==> config.mk <==
export PLATFORM = sky130hd
export DESIGN_NAME = microstep_phase_gen
export DESIGN_NICKNAME = d
export VERILOG_FILES = /design/src/rtl/microstep_phase_gen.sv
export SDC_FILE = /design/constraint.sdc
export NUM_CORES = 1
export LEC_CHECK = 0
export CAP_MARGIN = 5
export CORE_UTILIZATION = 35
export CTS_CLUSTER_DIAMETER = 30
export DETAILED_ROUTE_END_ITERATION = 8
export GPL_ROUTABILITY_DRIVEN = 0
export GPL_TIMING_DRIVEN = 1
export HOLD_SLACK_MARGIN = 0.15
export SETUP_SLACK_MARGIN = 0.5
export SLEW_MARGIN = 20
export SYNTH_ARGS = -nofsm -noshare
export SYNTH_HDL_FRONTEND = slang
export SYNTH_SLANG_ARGS = --single-unit
==> constraint.sdc <==
create_clock -name clk -period 13.1 [get_ports clk]
set_clock_uncertainty 0.1 [all_clocks]
set_input_delay 2.62 -clock clk [delete_from_list [all_inputs] [get_ports clk]]
set_output_delay 2.62 -clock clk [all_outputs]
set_load 0.02 [all_outputs]
==> src/rtl/microstep_phase_gen.sv <==
// Step/dir to two-phase microstep PWM magnitudes: 8-bit electrical phase, quarter-wave
// sine lookup, current scaling through one shared table port and multiplier.
module microstep_phase_gen #(
    parameter int unsigned PHASE_BITS  = 8,
    parameter int unsigned TABLE_DEPTH = 65
) (
    input  logic                  clk,
    input  logic                  reset,
    input  logic                  step,
    input  logic                  dir,
    input  logic [2:0]            step_sel,
    input  logic                  enable,
    input  logic [7:0]            current_scale,
    input  logic                  period_sync,
    output logic [7:0]            pwm1,
    output logic [7:0]            pwm2,
    output logic                  phase_a_neg,
    output logic                  phase_b_neg,
    output logic [PHASE_BITS-1:0] phase,
    output logic                  busy
);

    localparam int unsigned MAG_W   = 8;
    localparam int unsigned SCALE_W = 8;
    localparam int unsigned PROD_W  = 16;
    localparam int unsigned IDX_W   = PHASE_BITS - 2;
    localparam int unsigned TAB_AW  = $clog2(TABLE_DEPTH);

    typedef enum logic [2:0] {
        ST_IDLE,
        ST_LOOK_A,
        ST_MUL_A,
        ST_LOOK_B,
        ST_MUL_B
    } state_t;

    state_t state, state_next;

    logic                  dirty;
    logic                  enable_q;
    logic                  pending;
    logic [PHASE_BITS-1:0] cap_phase;
    logic [SCALE_W-1:0]    cap_scale;
    logic [MAG_W-1:0]      tab_q;
    logic [MAG_W-1:0]      mul_a_q;
    logic [MAG_W-1:0]      res_a;
    logic [MAG_W-1:0]      res_b;
    logic                  res_a_neg;
    logic                  res_b_neg;

    logic                  start_c;
    logic                  look_a_c;
    logic                  mul_a_c;
    logic                  look_b_c;
    logic                  mul_b_c;

    // Quarter-wave table: round(255*sin(k*pi/128)), k = 0..64
    function automatic logic [MAG_W-1:0] sine_lut(input logic [TAB_AW-1:0] k);
        logic [MAG_W-1:0] v;
        case (k)
            7'd0:  v = 8'd0;    7'd1:  v = 8'd6;    7'd2:  v = 8'd13;   7'd3:  v = 8'd19;
            7'd4:  v = 8'd25;   7'd5:  v = 8'd31;   7'd6:  v = 8'd37;   7'd7:  v = 8'd44;
            7'd8:  v = 8'd50;   7'd9:  v = 8'd56;   7'd10: v = 8'd62;   7'd11: v = 8'd68;
            7'd12: v = 8'd74;   7'd13: v = 8'd80;   7'd14: v = 8'd86;   7'd15: v = 8'd92;
            7'd16: v = 8'd98;   7'd17: v = 8'd103;  7'd18: v = 8'd109;  7'd19: v = 8'd115;
            7'd20: v = 8'd120;  7'd21: v = 8'd126;  7'd22: v = 8'd131;  7'd23: v = 8'd136;
            7'd24: v = 8'd142;  7'd25: v = 8'd147;  7'd26: v = 8'd152;  7'd27: v = 8'd157;
            7'd28: v = 8'd162;  7'd29: v = 8'd167;  7'd30: v = 8'd171;  7'd31: v = 8'd176;
            7'd32: v = 8'd180;  7'd33: v = 8'd185;  7'd34: v = 8'd189;  7'd35: v = 8'd193;
            7'd36: v = 8'd197;  7'd37: v = 8'd201;  7'd38: v = 8'd205;  7'd39: v = 8'd208;
            7'd40: v = 8'd212;  7'd41: v = 8'd215;  7'd42: v = 8'd219;  7'd43: v = 8'd222;
            7'd44: v = 8'd225;  7'd45: v = 8'd228;  7'd46: v = 8'd231;  7'd47: v = 8'd233;
            7'd48: v = 8'd236;  7'd49: v = 8'd238;  7'd50: v = 8'd240;  7'd51: v = 8'd242;
            7'd52: v = 8'd244;  7'd53: v = 8'd246;  7'd54: v = 8'd247;  7'd55: v = 8'd249;
            7'd56: v = 8'd250;  7'd57: v = 8'd251;  7'd58: v = 8'd252;  7'd59: v = 8'd253;
            7'd60: v = 8'd254;  7'd61: v = 8'd254;  7'd62: v = 8'd255;  7'd63: v = 8'd255;
            7'd64: v = 8'd255;
            default: v = 8'd0;
        endcase
        return v;
    endfunction

    // Step increment: 1 << (6 - step_sel), with 7 clamped to 6
    logic [2:0]            sel_eff;
    logic [PHASE_BITS-1:0] step_inc;
    logic                  step_ok;
    logic                  enable_rise;

    assign sel_eff     = (step_sel == 3'd7) ? 3'd6 : step_sel;
    assign step_inc    = PHASE_BITS'(1) << (3'd6 - sel_eff);
    assign step_ok     = step & enable;
    assign enable_rise = enable & ~enable_q;

    // Quadrant decode of the captured phase; odd quadrants mirror the table
    logic [1:0]        quad;
    logic [IDX_W-1:0]  idx;
    logic [TAB_AW-1:0] idx_ext;
    logic [TAB_AW-1:0] idx_mir;
    logic [TAB_AW-1:0] addr_a;
    logic [TAB_AW-1:0] addr_b;
    logic [TAB_AW-1:0] tab_addr;
    logic [MAG_W-1:0]  tab_data;

    assign quad     = cap_phase[PHASE_BITS-1 -: 2];
    assign idx      = cap_phase[IDX_W-1:0];
    assign idx_ext  = {1'b0, idx};
    assign idx_mir  = TAB_AW'(TABLE_DEPTH - 1) - idx_ext;
    assign addr_a   = quad[0] ? idx_mir : idx_ext;
    assign addr_b   = quad[0] ? idx_ext : idx_mir;
    assign tab_addr = look_b_c ? addr_b : addr_a;
    assign tab_data = sine_lut(tab_addr);

    // Shared multiplier: (mag * (scale + 1)) >> 8; max 255*256 fits in 16 bits
    logic [SCALE_W:0]   scale_p1;
    logic [PROD_W-1:0]  prod;
    logic [MAG_W-1:0]   scaled;

    assign scale_p1 = {1'b0, cap_scale} + (SCALE_W + 1)'(1);
    assign prod     = PROD_W'(tab_q) * PROD_W'(scale_p1);
    assign scaled   = MAG_W'(prod >> 8);

    always_ff @(posedge clk) begin
        if (reset) begin
            state <= ST_IDLE;
        end else begin
            state <= state_next;
        end
    end

    always_comb begin
        state_next = state;
        start_c    = 1'b0;
        look_a_c   = 1'b0;
        mul_a_c    = 1'b0;
        look_b_c   = 1'b0;
        mul_b_c    = 1'b0;
        case (state)
            ST_IDLE: begin
                if (dirty) begin
                    start_c    = 1'b1;
                    state_next = ST_LOOK_A;
                end
            end
            ST_LOOK_A: begin
                look_a_c   = 1'b1;
                state_next = ST_MUL_A;
            end
            ST_MUL_A: begin
                mul_a_c    = 1'b1;
                state_next = ST_LOOK_B;
            end
            ST_LOOK_B: begin
                look_b_c   = 1'b1;
                state_next = ST_MUL_B;
            end
            ST_MUL_B: begin
                mul_b_c    = 1'b1;
                state_next = ST_IDLE;
            end
            default: state_next = ST_IDLE;
        endcase
    end

    // Phase accumulator and recompute request; a new step wins over the IDLE clear
    always_ff @(posedge clk) begin
        if (reset) begin
            phase    <= '0;
            dirty    <= 1'b1;
            enable_q <= 1'b1;
            busy     <= 1'b0;
        end else begin
            enable_q <= enable;
            busy     <= (state_next != ST_IDLE);
            if (step_ok) begin
                phase <= dir ? (phase + step_inc) : (phase - step_inc);
            end
            if (step_ok || enable_rise) begin
                dirty <= 1'b1;
            end else if (start_c) begin
                dirty <= 1'b0;
            end
        end
    end

    // Compute datapath; A and B results publish together so a commit never mixes computes
    always_ff @(posedge clk) begin
        if (reset) begin
            cap_phase <= '0;
            cap_scale <= '0;
            tab_q     <= '0;
            mul_a_q   <= '0;
            res_a     <= '0;
            res_b     <= '0;
            res_a_neg <= 1'b0;
            res_b_neg <= 1'b0;
            pending   <= 1'b0;
        end else begin
            if (start_c) begin
                cap_phase <= phase;
                cap_scale <= current_scale;
            end
            if (look_a_c || look_b_c) begin
                tab_q <= tab_data;
            end
            if (mul_a_c) begin
                mul_a_q <= scaled;
            end
            if (mul_b_c) begin
                res_a     <= mul_a_q;
                res_b     <= scaled;
                res_a_neg <= quad[1];
                res_b_neg <= quad[1] ^ quad[0];
            end
            if (!enable) begin
                pending <= 1'b0;
            end else if (mul_b_c) begin
                pending <= 1'b1;
            end else if (period_sync) begin
                pending <= 1'b0;
            end
        end
    end

    // Output commit at PWM period start; disable forces zero magnitude immediately
    always_ff @(posedge clk) begin
        if (reset) begin
            pwm1        <= '0;
            pwm2        <= '0;
            phase_a_neg <= 1'b0;
            phase_b_neg <= 1'b0;
        end else if (!enable) begin
            pwm1 <= '0;
            pwm2 <= '0;
        end else if (period_sync && pending) begin
            pwm1        <= res_a;
            pwm2        <= res_b;
            phase_a_neg <= res_a_neg;
            phase_b_neg <= res_b_neg;
        end
    end

endmodule

==> metrics.md <==
| Metric | Value |
|---|---|
| Initial antenna violation count | `0` |
| Sw frac | `38.2%` |
| Initial core utilization | `35.6%` |
| Number of flops mapped to enable cells by yosys | `0` |
| CP Class | `primary input to flip-flop` |
| Synthesized area | `0.00693 sq mm` |
| Req. time, crit path | `13230 ps` |
| Crit path max fanout | `13` |
| Worst setup margin | `6710 ps` |
| DP HPWL | `12.1 mm` |
| IO Pins | `44` |
| Max Cap Viol | `0` |
| Row count | `51` |
| H-tree depth | `3` |
| Comb pwr share | `34.8%` |
| Global-route wire length before repair | `27.8 mm` |
| Mean Syn Cell Area | `7.93 sq um` |
| Arrival time worst endpoint | `6530 ps` |
| Postcts setup bufs | `0` |
| Max Slew Vio Count | `0` |
| HP Class | `flip-flop to flip-flop` |
| CTS clk-pin slew, worst paths | `70 ps` |
| Most common cell after layout, fill and taps aside | `nand2_1` |
| Final Hold Viols | `0` |
| Clock network fraction of design power | `30.3%` |
| Largest net degree at the start of global routing | `77` |
| Status | `complete, no violations` |
| R2R setup slack | `7070 ps` |
| Cell Int Power | `576 uW` |
| Post-Place Setup Slack | `6340 ps` |
| Design Power | `933 uW` |
| Ys Warns | `0` |
| DR vias/cell | `5.23` |
| Layout cell share with drive strength beyond 1 | `3.85%` |
| Fill cell count | `1947` |
| Routed len/inst | `14.2 um` |
| Count of final setup violators | `0` |
| First DRT Iteration DRCs | `303` |
| Grt ovf | `0` |
| Num CTS Buffers | `9` |
| Final core occ | `40.2%` |
| Most frequent cells in the layout | `148 x nand2_1, 86 x a21oi_1, 83 x dfxtp_1` |
| Seq pwr share | `34.9%` |
| CTS Hold Bufs | `0` |
| Fmax achieved | `156 MHz` |
| Pwr Density | `119 mW/mm^2` |
| Vias | `5996` |
| CTS root buf | `clkbuf_16` |
| Max clock buf depth | `2` |
| Yosys reg bits | `83` |
| Inserted Diodes | `0` |
| Gate Count Post-Synth | `874` |
| CP Capture Type | `flip-flop` |
| Async set or reset register ratio after synthesis | `0%` |
| Post-Syn Nets | `979` |
| Die W | `143 um` |
| Slew headroom | `31.5%` |
| RSZ-0062 raised after global routing | `false` |
| DRC Markers | `0` |
| Worst-margin pin slew | `1010 ps` |
| Clock Sinks | `83` |
| Startpoint Class | `primary input` |
| Total net switching power | `357 uW` |
| Synth cell types | `69` |
| Core Area | `0.0195 sq mm` |
| Die height | `143 um` |
| Die ar. | `0.0204 sq mm` |
| Total wire length | `16.3 mm` |
| Post-CTS sizing | `0` |
| Area Overhead vs Synth | `12.7%` |
| Seq/Total Area, Yosys | `24.0%` |
| Leak pwr | `3.15 nW` |
| Fin crit share | `48.8%` |
| Setup TNS | `0 ps` |
| Maximum vdd drop | `0.0787 mV` |
| # port buffers | `43` |
| TritonCTS clock tree | `yes` |
| Remaining antenna violation count after routing | `0` |
| Vias in the first global route | `5614` |
| Clk_lat worst skew | `350 ps` |
| Dominant synthesized flop cell | `dfxtp_1` |
| Final Critical Period | `6390 ps` |
| Final net count | `982` |
| First-pass DRT Iterations | `4` |
| All-Layer GR Usage | `17.0%` |
-- cell type report --
type / instances / area, sq um / share of cell area, %
Sequential cell: 83 / 1660 / 21.3
Multi-Input combinational cell: 682 / 4830 / 61.8
Clock buffer: 10 / 239 / 3.06
Timing Repair Buffer: 46 / 448 / 5.73
Clock inverter: 6 / 96.3 / 1.23
Tap cell: 265 / 332 / 4.24
Inverter: 55 / 206 / 2.64
-- critical path: stages --
cell             delay [ps]
clkdlybuf4s50_1         540
and3_1                  280
ha_1                    510
nand3b_1                150
ha_1                    300
inv_1                    30
mux2i_1                 240
ha_1                    290
a21o_1                  160
a21oi_1                 220
o21bai_1                120
a2111oi_0               400
nor3_1                  130
mux2i_1                 180
mux2_2                  340
-- through the flow --
step	std cells	area [sq um]	hold slack, ps
after global placement	1131	7480	344
after global routing	1147	7820	372
after CTS	1147	7820	355
after floorplan	874	6930	332
final	1147	7820	352
after detailed placement	1131	7480	346
-- path summary, 6_finish.rpt --
kind / from / endpoint / depth (start not counted)
setup / recovery: step_sel[1] / phase[7] / 15
hold / removal: res_a[3] / pwm1[3] / 2
setup reg to reg: cap_scale[0] / mul_a_q[7] / 19
hold reg to reg: res_a[3] / pwm1[3] / 2
-- routing by layer --
layer	wire (um)	global-route usage, %
met5	0	0
met3	851	3.55
met2	7260	26.5
met4	274	4.87
met1	7870	23.6
-- logic make-up (layout without fill, tap and decap cells) --
| logic type | after synthesis | after routing | share of synthesized area, % |
|---|---|---|---|
| AOI/OAI and AO/OA | 207 | 207 | 19.5 |
| xor gates and xnor gates | 28 | 28 | 3.92 |
| adders and majority gates | 88 | 88 | 20.3 |
| buffers and inverters | 109 | 117 | 6.35 |
| DFF | 83 | 83 | 24.0 |
| muxes | 7 | 7 | 1.10 |
| and+or+nand+nor | 352 | 352 | 24.9 |
-- cells in the mapped netlist (5+ instances only) --
cell type / n / area, sq um
nor2b_1: 41 / 257
a211o_1: 5 / 43.8
nand3_1: 22 / 110
nor3_1: 16 / 80.1
nor2_1: 42 / 158
xnor2_1: 19 / 166
nand2_1: 148 / 556
o21a_1: 5 / 37.5
a21o_1: 8 / 60.1
inv_1: 55 / 206
and2_1: 24 / 150
nand2b_1: 15 / 93.8
fa_1: 41 / 821
xor2_1: 7 / 61.3
o21ai_0: 22 / 110
or3_1: 5 / 31.3
clkbuf_1: 42 / 158
and3_1: 5 / 31.3
dfxtp_1: 83 / 1660
o21bai_1: 6 / 45.0
a21oi_1: 86 / 430
ha_1: 47 / 588
a211oi_1: 16 / 120
a31oi_1: 5 / 31.3
nand3b_1: 8 / 60.1
o31ai_1: 7 / 52.6
nor4_1: 5 / 31.3
o311ai_0: 8 / 70.1
-- power by group through the flow --
stage	combinational [mW]	clock [mW]	sequential, mW
floorplan	0.270	0	0.306
global placement	0.323	0	0.331
detailed placement	0.326	0	0.332
CTS	0.327	0.288	0.326
global route	0.368	0.300	0.332
finish	0.324	0.282	0.326
Power figures use the tool's default switching activity.
